==> src/rtl/mem_stage_pkg.sv <==
// Shared types and helpers for the RV64 memory-access stage.
// Holds the stage FSM state encoding, RV load/store funct3 codes,
// the base byte-enable pattern per access size and the alignment rule.
package mem_stage_pkg;

  typedef enum logic [1:0] {
    IDLE      = 2'd0,
    REQ       = 2'd1,
    WAIT_RESP = 2'd2,
    DONE      = 2'd3
  } mem_state_e;

  localparam logic [2:0] F3_B  = 3'b000;
  localparam logic [2:0] F3_H  = 3'b001;
  localparam logic [2:0] F3_W  = 3'b010;
  localparam logic [2:0] F3_D  = 3'b011;
  localparam logic [2:0] F3_BU = 3'b100;
  localparam logic [2:0] F3_HU = 3'b101;
  localparam logic [2:0] F3_WU = 3'b110;

  // Byte enables for an access at offset 0; the size lives in funct3[1:0].
  function automatic logic [7:0] wstrb_base(input logic [2:0] funct3);
    logic [7:0] strb;
    case (funct3[1:0])
      2'b00:   strb = 8'h01;
      2'b01:   strb = 8'h03;
      2'b10:   strb = 8'h0F;
      default: strb = 8'hFF;
    endcase
    return strb;
  endfunction

  // Natural alignment check; funct3 111 is not a legal access size.
  function automatic logic access_misaligned(input logic [2:0] funct3,
                                             input logic [2:0] off);
    logic mis;
    case (funct3)
      F3_H, F3_HU: mis = off[0];
      F3_W, F3_WU: mis = |off[1:0];
      F3_D:        mis = |off;
      3'b111:      mis = 1'b1;
      default:     mis = 1'b0;
    endcase
    return mis;
  endfunction

endpackage

==> src/rtl/mem_access_if.sv <==
// Data-memory request/response port of the memory-access stage.
// Ports: req/we/addr/wdata/wstrb from stage to memory, ready/rvalid/rdata back.
// master = pipeline stage side, slave = memory side.
interface mem_access_if #(
  parameter int ADDR_W = 64,
  parameter int DATA_W = 64
);
  logic                dmem_req;
  logic                dmem_we;
  logic [ADDR_W-1:0]   dmem_addr;
  logic [DATA_W-1:0]   dmem_wdata;
  logic [DATA_W/8-1:0] dmem_wstrb;
  logic                dmem_ready;
  logic                dmem_rvalid;
  logic [DATA_W-1:0]   dmem_rdata;

  modport master (
    output dmem_req, dmem_we, dmem_addr, dmem_wdata, dmem_wstrb,
    input  dmem_ready, dmem_rvalid, dmem_rdata
  );

  modport slave (
    input  dmem_req, dmem_we, dmem_addr, dmem_wdata, dmem_wstrb,
    output dmem_ready, dmem_rvalid, dmem_rdata
  );
endinterface

==> src/rtl/mem_access_load_align.sv <==
// Load data alignment: shifts the addressed bytes down to bit 0 and extends.
// Ports: rdata (64-bit memory word), off (byte offset), funct3 -> load_data.
// Purely combinational.
module load_align
  import mem_stage_pkg::*;
(
  input  logic [63:0] rdata,
  input  logic [2:0]  off,
  input  logic [2:0]  funct3,
  output logic [63:0] load_data
);
  logic [63:0] raw;

  assign raw = rdata >> {off, 3'b000};

  always_comb begin
    load_data = raw;
    case (funct3)
      F3_B:    load_data = {{56{raw[7]}},  raw[7:0]};
      F3_H:    load_data = {{48{raw[15]}}, raw[15:0]};
      F3_W:    load_data = {{32{raw[31]}}, raw[31:0]};
      F3_BU:   load_data = {56'd0, raw[7:0]};
      F3_HU:   load_data = {48'd0, raw[15:0]};
      F3_WU:   load_data = {32'd0, raw[31:0]};
      default: load_data = raw;
    endcase
  end
endmodule

==> src/rtl/mem_access.sv <==
// Memory-access stage: issues one data-memory request per load/store and
// returns aligned, extended load data; non-memory ops complete in one cycle.
// Ports: pipeline side (enable/complete handshake, operands, results) and dmem.
module mem_access
  import mem_stage_pkg::*;
#(
  parameter int ADDR_W = 64,
  parameter int DATA_W = 64
) (
  input  logic              clk,
  input  logic              reset,
  input  logic              enable,
  input  logic              mem_read,
  input  logic              mem_write,
  input  logic [2:0]        mem_funct3,
  input  logic [ADDR_W-1:0] alu_result,
  input  logic [DATA_W-1:0] store_data,
  output logic              complete,
  output logic [DATA_W-1:0] mem_load_data,
  output logic [ADDR_W-1:0] alu_result_out,
  output logic              misaligned,
  mem_access_if.master      dmem
);
  mem_state_e        state_q, state_d;
  logic              latch_en, capture_en;

  logic [ADDR_W-1:0] alu_q;
  logic [ADDR_W-1:0] addr_q;
  logic [DATA_W-1:0] wdata_q;
  logic [7:0]        wstrb_q;
  logic              we_q;
  logic [2:0]        f3_q;
  logic [2:0]        off_q;
  logic              mis_q;
  logic [DATA_W-1:0] load_q;
  logic [DATA_W-1:0] aligned;

  logic [2:0]        off_in;
  logic              mem_op;
  logic              mis_in;

  assign off_in = alu_result[2:0];
  assign mem_op = mem_read | mem_write;
  // Misalignment only matters for real memory ops; ALU funct3 values are arbitrary.
  assign mis_in = mem_op & access_misaligned(mem_funct3, off_in);

  load_align u_load_align (
    .rdata     (dmem.dmem_rdata),
    .off       (off_q),
    .funct3    (f3_q),
    .load_data (aligned)
  );

  always_comb begin
    state_d    = state_q;
    latch_en   = 1'b0;
    capture_en = 1'b0;
    case (state_q)
      IDLE: begin
        if (enable) begin
          latch_en = 1'b1;
          state_d  = (!mem_op || mis_in) ? DONE : REQ;
        end
      end
      REQ: begin
        // we_q low means load (a read+write collision is treated as a load).
        if (dmem.dmem_ready) state_d = we_q ? DONE : WAIT_RESP;
      end
      WAIT_RESP: begin
        if (dmem.dmem_rvalid) begin
          capture_en = 1'b1;
          state_d    = DONE;
        end
      end
      DONE: begin
        if (!enable) state_d = IDLE;
      end
      default: state_d = IDLE;
    endcase
  end

  always_ff @(posedge clk or posedge reset) begin
    if (reset) begin
      state_q <= IDLE;
      alu_q   <= '0;
      addr_q  <= '0;
      wdata_q <= '0;
      wstrb_q <= '0;
      we_q    <= 1'b0;
      f3_q    <= '0;
      off_q   <= '0;
      mis_q   <= 1'b0;
      load_q  <= '0;
    end else begin
      state_q <= state_d;
      if (latch_en) begin
        alu_q   <= alu_result;
        addr_q  <= {alu_result[ADDR_W-1:3], 3'b000};
        wdata_q <= store_data << {off_in, 3'b000};
        wstrb_q <= wstrb_base(mem_funct3) << off_in;
        we_q    <= mem_write & ~mem_read;
        f3_q    <= mem_funct3;
        off_q   <= off_in;
        mis_q   <= mis_in;
      end
      if (capture_en) load_q <= aligned;
      if (state_q == DONE && !enable) mis_q <= 1'b0;
    end
  end

  assign complete        = (state_q == DONE);
  assign misaligned      = mis_q;
  assign mem_load_data   = load_q;
  assign alu_result_out  = alu_q;
  assign dmem.dmem_req   = (state_q == REQ);
  assign dmem.dmem_we    = we_q;
  assign dmem.dmem_addr  = addr_q;
  assign dmem.dmem_wdata = wdata_q;
  assign dmem.dmem_wstrb = wstrb_q;
endmodule

==> src/flat_wrapper.sv <==
// flat-port wrapper written by rule: the top's interface ports become plain ports
module mem_access_flat import mem_stage_pkg::*;
#(
  parameter int ADDR_W = 64,
  parameter int DATA_W = 64
)
  (clk, reset, enable, mem_read, mem_write, mem_funct3, alu_result, store_data, complete, mem_load_data, alu_result_out, misaligned, dmem_dmem_req, dmem_dmem_we, dmem_dmem_addr, dmem_dmem_wdata, dmem_dmem_wstrb, dmem_dmem_ready, dmem_dmem_rvalid, dmem_dmem_rdata);
  mem_access_if #(.ADDR_W(ADDR_W), .DATA_W(DATA_W)) dmem_i ();
  input  logic clk;
  input  logic reset;
  input  logic enable;
  input  logic mem_read;
  input  logic mem_write;
  input  logic [2:0] mem_funct3;
  input  logic [ADDR_W-1:0] alu_result;
  input  logic [DATA_W-1:0] store_data;
  output logic complete;
  output logic [DATA_W-1:0] mem_load_data;
  output logic [ADDR_W-1:0] alu_result_out;
  output logic misaligned;
  output wire logic [$bits(dmem_i.dmem_req)-1:0] dmem_dmem_req;
  output wire logic [$bits(dmem_i.dmem_we)-1:0] dmem_dmem_we;
  output wire logic [$bits(dmem_i.dmem_addr)-1:0] dmem_dmem_addr;
  output wire logic [$bits(dmem_i.dmem_wdata)-1:0] dmem_dmem_wdata;
  output wire logic [$bits(dmem_i.dmem_wstrb)-1:0] dmem_dmem_wstrb;
  input wire logic [$bits(dmem_i.dmem_ready)-1:0] dmem_dmem_ready;
  input wire logic [$bits(dmem_i.dmem_rvalid)-1:0] dmem_dmem_rvalid;
  input wire logic [$bits(dmem_i.dmem_rdata)-1:0] dmem_dmem_rdata;
  assign dmem_dmem_req = dmem_i.dmem_req;
  assign dmem_dmem_we = dmem_i.dmem_we;
  assign dmem_dmem_addr = dmem_i.dmem_addr;
  assign dmem_dmem_wdata = dmem_i.dmem_wdata;
  assign dmem_dmem_wstrb = dmem_i.dmem_wstrb;
  assign dmem_i.dmem_ready = dmem_dmem_ready;
  assign dmem_i.dmem_rvalid = dmem_dmem_rvalid;
  assign dmem_i.dmem_rdata = dmem_dmem_rdata;
  mem_access #(.ADDR_W(ADDR_W), .DATA_W(DATA_W)) u_core (.clk(clk), .reset(reset), .enable(enable), .mem_read(mem_read), .mem_write(mem_write), .mem_funct3(mem_funct3), .alu_result(alu_result), .store_data(store_data), .complete(complete), .mem_load_data(mem_load_data), .alu_result_out(alu_result_out), .misaligned(misaligned), .dmem(dmem_i));
endmodule
==> config.mk <==
export PLATFORM = sky130hd
export DESIGN_NAME = mem_access_flat
export DESIGN_NICKNAME = d
export VERILOG_FILES = /design/src/rtl/mem_stage_pkg.sv /design/src/rtl/mem_access_if.sv /design/src/rtl/mem_access_load_align.sv /design/src/rtl/mem_access.sv /design/src/flat_wrapper.sv
export SDC_FILE = /design/constraint.sdc
export NUM_CORES = 1
export LEC_CHECK = 0
export CAP_MARGIN = 20
export CORE_AREA = 5 5 180 182
export DETAILED_ROUTE_END_ITERATION = 7
export DIE_AREA = 0 0 185 187
export HOLD_SLACK_MARGIN = 0.08
export PLACE_DENSITY = 0.72
export SETUP_SLACK_MARGIN = 0.02
export SLEW_MARGIN = 20
export SYNTH_ARGS = -nofsm -noshare
export SYNTH_HDL_FRONTEND = slang
export SYNTH_SLANG_ARGS = --single-unit
==> constraint.sdc <==
create_clock -name clk -period 9.55 [get_ports clk]
set_clock_uncertainty 0.05 [all_clocks]
set_input_delay 1.91 -clock clk [delete_from_list [all_inputs] [get_ports clk]]
set_output_delay 1.91 -clock clk [all_outputs]
set_load 0.05 [all_outputs]
Yosys cells after proc, flatten, opt, wreduce, memory -nomap -nowiden
Index checks and enable logic that the tools add are counted.
{"block": "word_totals", "reg_bits": 271, "out_inout_bits": 268, "elab_cells": 67}
{"block": "classes", "n_eq_ne": 20, "n_shift": 3, "mux": 17, "n_bitwise": 4, "n_reduce_logical": 13}
{"operator": "64-bit one-hot mux with 6 select lines", "count": 1}
{"operator": "64-bit by 6-bit << shifter with 64-bit output", "count": 1}
{"operator": "64-bit by 6-bit >> shifter with 64-bit output", "count": 1}
{"operator": "8-bit one-hot mux with 3 select lines", "count": 1}
{"operator": "3-bit == test, second input constant", "count": 6}
{"operator": "2-bit two-way mux", "count": 5}
{"operator": "3-bit by 2-bit == test with 1-bit output, second input constant", "count": 3}
{"operator": "8-bit two-way mux", "count": 1}
{"operator": "2-bit one-hot mux with 4 select lines", "count": 1}
{"operator": "8-bit by 3-bit << shifter with 8-bit output", "count": 1}
{"operator": "1-bit two-way mux", "count": 7}
{"operator": "2-bit == test, second input constant", "count": 3}
{"operator": "3-bit by 1-bit == test with 1-bit output, second input constant", "count": 2}
{"operator": "2-bit inequality test, second input constant", "count": 3}
{"operator": "2-bit OR reduction", "count": 3}
{"operator": "2-bit by 1-bit == test with 1-bit output, second input constant", "count": 2}
{"operator": "2-bit logical NOT", "count": 2}
{"operator": "1-bit one-hot mux with 4 select lines", "count": 1}
{"operator": "4-bit AND reduction", "count": 1}
{"operator": "3-bit logical NOT", "count": 1}
{"operator": "3-bit OR reduction", "count": 1}
{"operator": "1-bit AND", "count": 2}
{"operator": "1-bit logical NOT", "count": 2}
{"operator": "2-bit by 1-bit inequality test with 1-bit output, second input constant", "count": 1}
{"operator": "5 further kinds", "count": 5}

Logic depth before layout (Yosys ltp)
{"block": "logic_depth", "word_depth": 8, "ltp_mapped": 9, "depth_no_buf": 6}

By module
A second synthesis with hierarchy kept.
{"block": "hier_totals", "cells_unflattened": 1270, "area_unflattened_um2": 12175.4}
{"module": "mem_access", "instances": 1, "cells_per_inst": 977, "area_per_inst_um2": 9836.9, "seq_area_each_um2": 5180.0}
{"module": "load_align", "instances": 1, "cells_per_inst": 293, "area_per_inst_um2": 2338.5, "seq_area_each_um2": 0.0}

Worst setup path before layout
Ideal clock, no wire load.
{"block": "synth_path", "kind": "input to register", "start": "in dmem_dmem_rdata[63]", "end": "reg u_core.load_q[32] (netlist: u_core.mem_load_data[32])", "t_arrival_ns": 3.555, "required_time_ns": 9.379, "slack_ns": 5.824, "path_stages": 7, "cell_sequence": "mux2_1 -> mux4_2 -> a2bb2o_4 -> buf_6 -> or2_4 -> buf_6 -> o22a_1"}
{"block": "synth_via", "elab_chain_cells": 2}
{"item": "from (decl)", "line": "flat_wrapper.sv:28", "text": "input wire logic [$bits(dmem_i.dmem_rdata)-1:0] dmem_dmem_rdata;"}
{"item": "64-bit by 6-bit >> shifter with 64-bit output", "line": "mem_access_load_align.sv:14", "text": "assign raw = rdata >> {off, 3'b000};"}
{"item": "64-bit one-hot mux with 6 select lines", "line": "mem_access_load_align.sv:18", "text": "case (funct3)"}
{"item": "to (signal assigned)", "line": "mem_access.sv:106", "text": "if (capture_en) load_q <= aligned;"}
{"item": "to (decl)", "line": "mem_access.sv:35", "text": "logic [DATA_W-1:0] load_q;"}
No other way between the ends.
A chain may end at the register's enable or synchronous reset.

Worst setup path in the final report
{"block": "layout_path", "start": "in enable", "end": "reg u_core.alu_q[53] (netlist: u_core.alu_result_out[53])"}
{"block": "layout_via", "elab_chain_cells": 2}
{"item": "from (decl)", "line": "flat_wrapper.sv:11", "text": "input logic enable;"}
{"item": "1-bit two-way mux", "line": "mem_access.sv:60", "text": "if (enable) begin"}
{"item": "1-bit two-way mux", "line": "mem_access.sv:58", "text": "case (state_q)"}
{"item": "to (signal assigned)", "line": "mem_access.sv:97", "text": "alu_q <= alu_result;"}
{"item": "to (decl)", "line": "mem_access.sv:27", "text": "logic [ADDR_W-1:0] alu_q;"}
No other way between the ends.

==> impl_metrics.ini <==
[status]
status = completed

[floorplanning]
die_h_um = 187
die_area_um2 = 34600
core-area_um2 = 30400
num_rows = 64
die_x_um = 185
io_pins = 470
initial_core_util_pct = 37.9

[finish]
fin_util_pct = 55.4
synthToLayoutAreaGrowth_pct = 46.3
diodes = 0
fin_cells = 1919
layout.nets = 1711
drive_gt1_share_pct = 11.1

[worst_hold_path]
holdCritStartpoint = u_core.mem_load_data[11]$_DFFE_PP0P_
min_to = u_core.mem_load_data[11]$_DFFE_PP0P_
hold_class = reg2reg
min_path_cells = 2

[worst_setup_path]
crit_fanout = 66
crit_start = enable
worst-path-buf-inv = 3
crit_family = buffers and inverters
cp_common_cell = buf_4
max_stage_delay_ns = 0.69
timing.rr.end = u_core.alu_result_out[53]$_DFFE_PP0P_
r2r_start = u_core.state_q[1]$_DFFE_PP0P_
startpoint_type = input pin
critPathArrivalTime_ns = 4.72
r2r_slack_ns = 6.31
required_ns = 9.89
cp_cell_sequence = clkdlybuf4s50_1, nand2_4, buf_4, buf_4, mux2_2
crit_type = in2reg
cp_slowest_cell = buf_4
endpoint_kind = flip-flop
reg2reg_depth = 6

[clock_network]
clk_latency_ns = 0.51
clk_pin_slew_ns = 0.06
clk_path_buf_depth = 3
cts_tree = done
cts_setup_buffers = 0
cts_hold_buffers = 0
numCtsBuffers = 24
root_buffer = clkbuf_16
cts.repair.resized = 0
htree_levels = 1
cts_sinks = 207

[sta]
period_minus_slack_ns = 4.38
hold_viol = 0
worstMarginPinSlew_ns = 1.04
period_share_pct = 45.8
finalWorstSetupSlack_ns = 5.17
finalSetupTns_ns = 0
setup-violations-final = 0
clock.fmax_mhz = 229
relSlewSlack_pct = 30.9
final_max_slew_viol_count = 0
rsz0062_at_grt = no

[synthesis]
synth_seq_cells = 207
async_flop_share_pct = 100
ys.warnings.count = 0
syn-cell-area_um2 = 11500
ys_seq_area_share_pct = 44.9
ys_types = 50
syn_area_per_cell_um2 = 9.96
syn_inst = 1157
synth_edf_count = 0
ys.flop_type = dfrtp_1

[grt]
grt_util_met1_pct = 28.2
grt_max_degree = 136
grt_pass1_vias = 10900
grt.met2_usage_pct = 41.6
grt_pass1_wl_um = 65500
antenna_found_initial = 0
grtUsageMet3_pct = 6.87
grt_overflow_total = 0
top_usage_layer = met2
track_usage_pct = 24.0

[job]
drv_cap = 0

[power_and_ir_drop]
ir_drop_mv = 0.251
p_per_area_nw_per_um2 = 430
p_total_mw = 7.26
leakage_nw = 7.14

[placement]
placed_cells = 1875
io_buffers = 466
pre_cts_ws_ns = 4.65
gp_congestion = 0.904
dp_hpwl_um = 32600

[routing]
drt_iter0_drc = 685
drc = 0
ant_nets = 0
drtPass1Iterations = 5
wl_per_cell_um = 22.7
routed_via_density = 5.39
num_vias = 10300
wirelength_um = 43500
synth_stat cells, drive strengths merged, types with 4 or more instances:
library cell / n / area (um^2)
a211oi: 20 / 150
a21oi: 70 / 350
a22o: 25 / 219
a22oi: 9 / 67.6
a31oi: 5 / 31.3
a32o: 7 / 70.1
and2: 13 / 81.3
buf: 87 / 604
clkbuf: 69 / 259
dfrtp: 207 / 5180
ha: 4 / 50.1
inv: 8 / 30.0
mux2: 93 / 1050
mux2i: 107 / 1070
mux4: 9 / 203
nand2: 167 / 627
nand2b: 11 / 68.8
nand4: 4 / 25.0
nor2: 44 / 173
nor2b: 14 / 87.6
o211ai: 5 / 37.5
o21a: 7 / 52.6
o21ai: 120 / 601
o22a: 22 / 193
o32ai: 6 / 52.6
sequential cells by signal, summed over array words and instances (netlist names):
signal,flops
u_core.off_q,2
u_core.mem_load_data,64
u_core.dmem.dmem_addr,1
u_core.f3_q,3
u_core.alu_result_out,61
u_core.misaligned,1
u_core.state_q,2
u_core.dmem.dmem_we,1
u_core.dmem.dmem_wdata,64
u_core.dmem.dmem_wstrb,8
power by group:
part | total [mW] | switching [mW] | internal (mW)
registers | 1.61 | 0.321 | 1.28
logic | 4.56 | 3.00 | 1.56
clock network | 1.09 | 0.389 | 0.705
placed cells by master, fill, tap and decap left out, types with 22 or more instances in the layout:
cell,count
a21oi_1,70
a22o_1,25
clkbuf_16,25
clkdlybuf4s50_1,463
dfrtp_1,205
mux2_2,90
mux2i_1,107
nand2_1,165
nor2_1,42
o21ai_0,120
o22a_1,22
stage by stage:
| step | area, um^2 | hold WS, ns |
|---|---|---|
| detailed placement | 15900 | 0.414 |
| floorplan | 11500 | 0.467 |
| global route | 16900 | 0.453 |
| CTS | 16900 | 0.428 |
| global placement | 15900 | 0.402 |
| finish | 16900 | 0.425 |
cell families after synthesis:
logic type / Yosys count / share of synthesized area (%)
buffers and inverters: 164 / 7.75
adders and majority gates: 4 / 0.434
other: 1 / 0.0325
AOI/OAI and AO/OA: 307 / 16.7
DFF: 207 / 44.9
muxes: 209 / 20.2
and+or+nand+nor: 265 / 10.0
metal layers:
metal  part of all wire [%]  wire length (um)
met3                     10              4430
met4                    4.1              1780
met5                      0                 0
met2                     49             21400
met1                     36             15900
worst min-delay path: cells and delay by family (launching register included):
family | cells | cell delay (ns)
flops | 1 | 0.35
simple gates | 2 | 0.10
worst max-delay path by stage:
stage | endpoint | slack [ns] | cells after the start
3_3_place_gp | u_core.alu_result_out[58]$_DFFE_PP0P_ | 4.73 | 5
6_report | u_core.alu_result_out[53]$_DFFE_PP0P_ | 5.17 | 5
3_5_place_dp | u_core.alu_result_out[44]$_DFFE_PP0P_ | 4.65 | 5
4_1_cts | u_core.alu_result_out[49]$_DFFE_PP0P_ | 5.21 | 5
5_1_grt | u_core.alu_result_out[45]$_DFFE_PP0P_ | 5.03 | 5
2_1_floorplan | u_core.alu_result_out[10]$_DFFE_PP0P_ | 1.94 | 1
cell type report:
cell class / count / area [um^2]
Sequential cell: 207 / 5180
Inverter: 8 / 37.5
Tap cell: 396 / 495
Clock inverter: 13 / 251
Clock buffer: 31 / 698
Timing Repair Buffer: 476 / 4730
Fill cell: 2681 / 13600
Multi-Input combinational cell: 788 / 5480
Note: power is estimated with default switching activity, not from simulation.
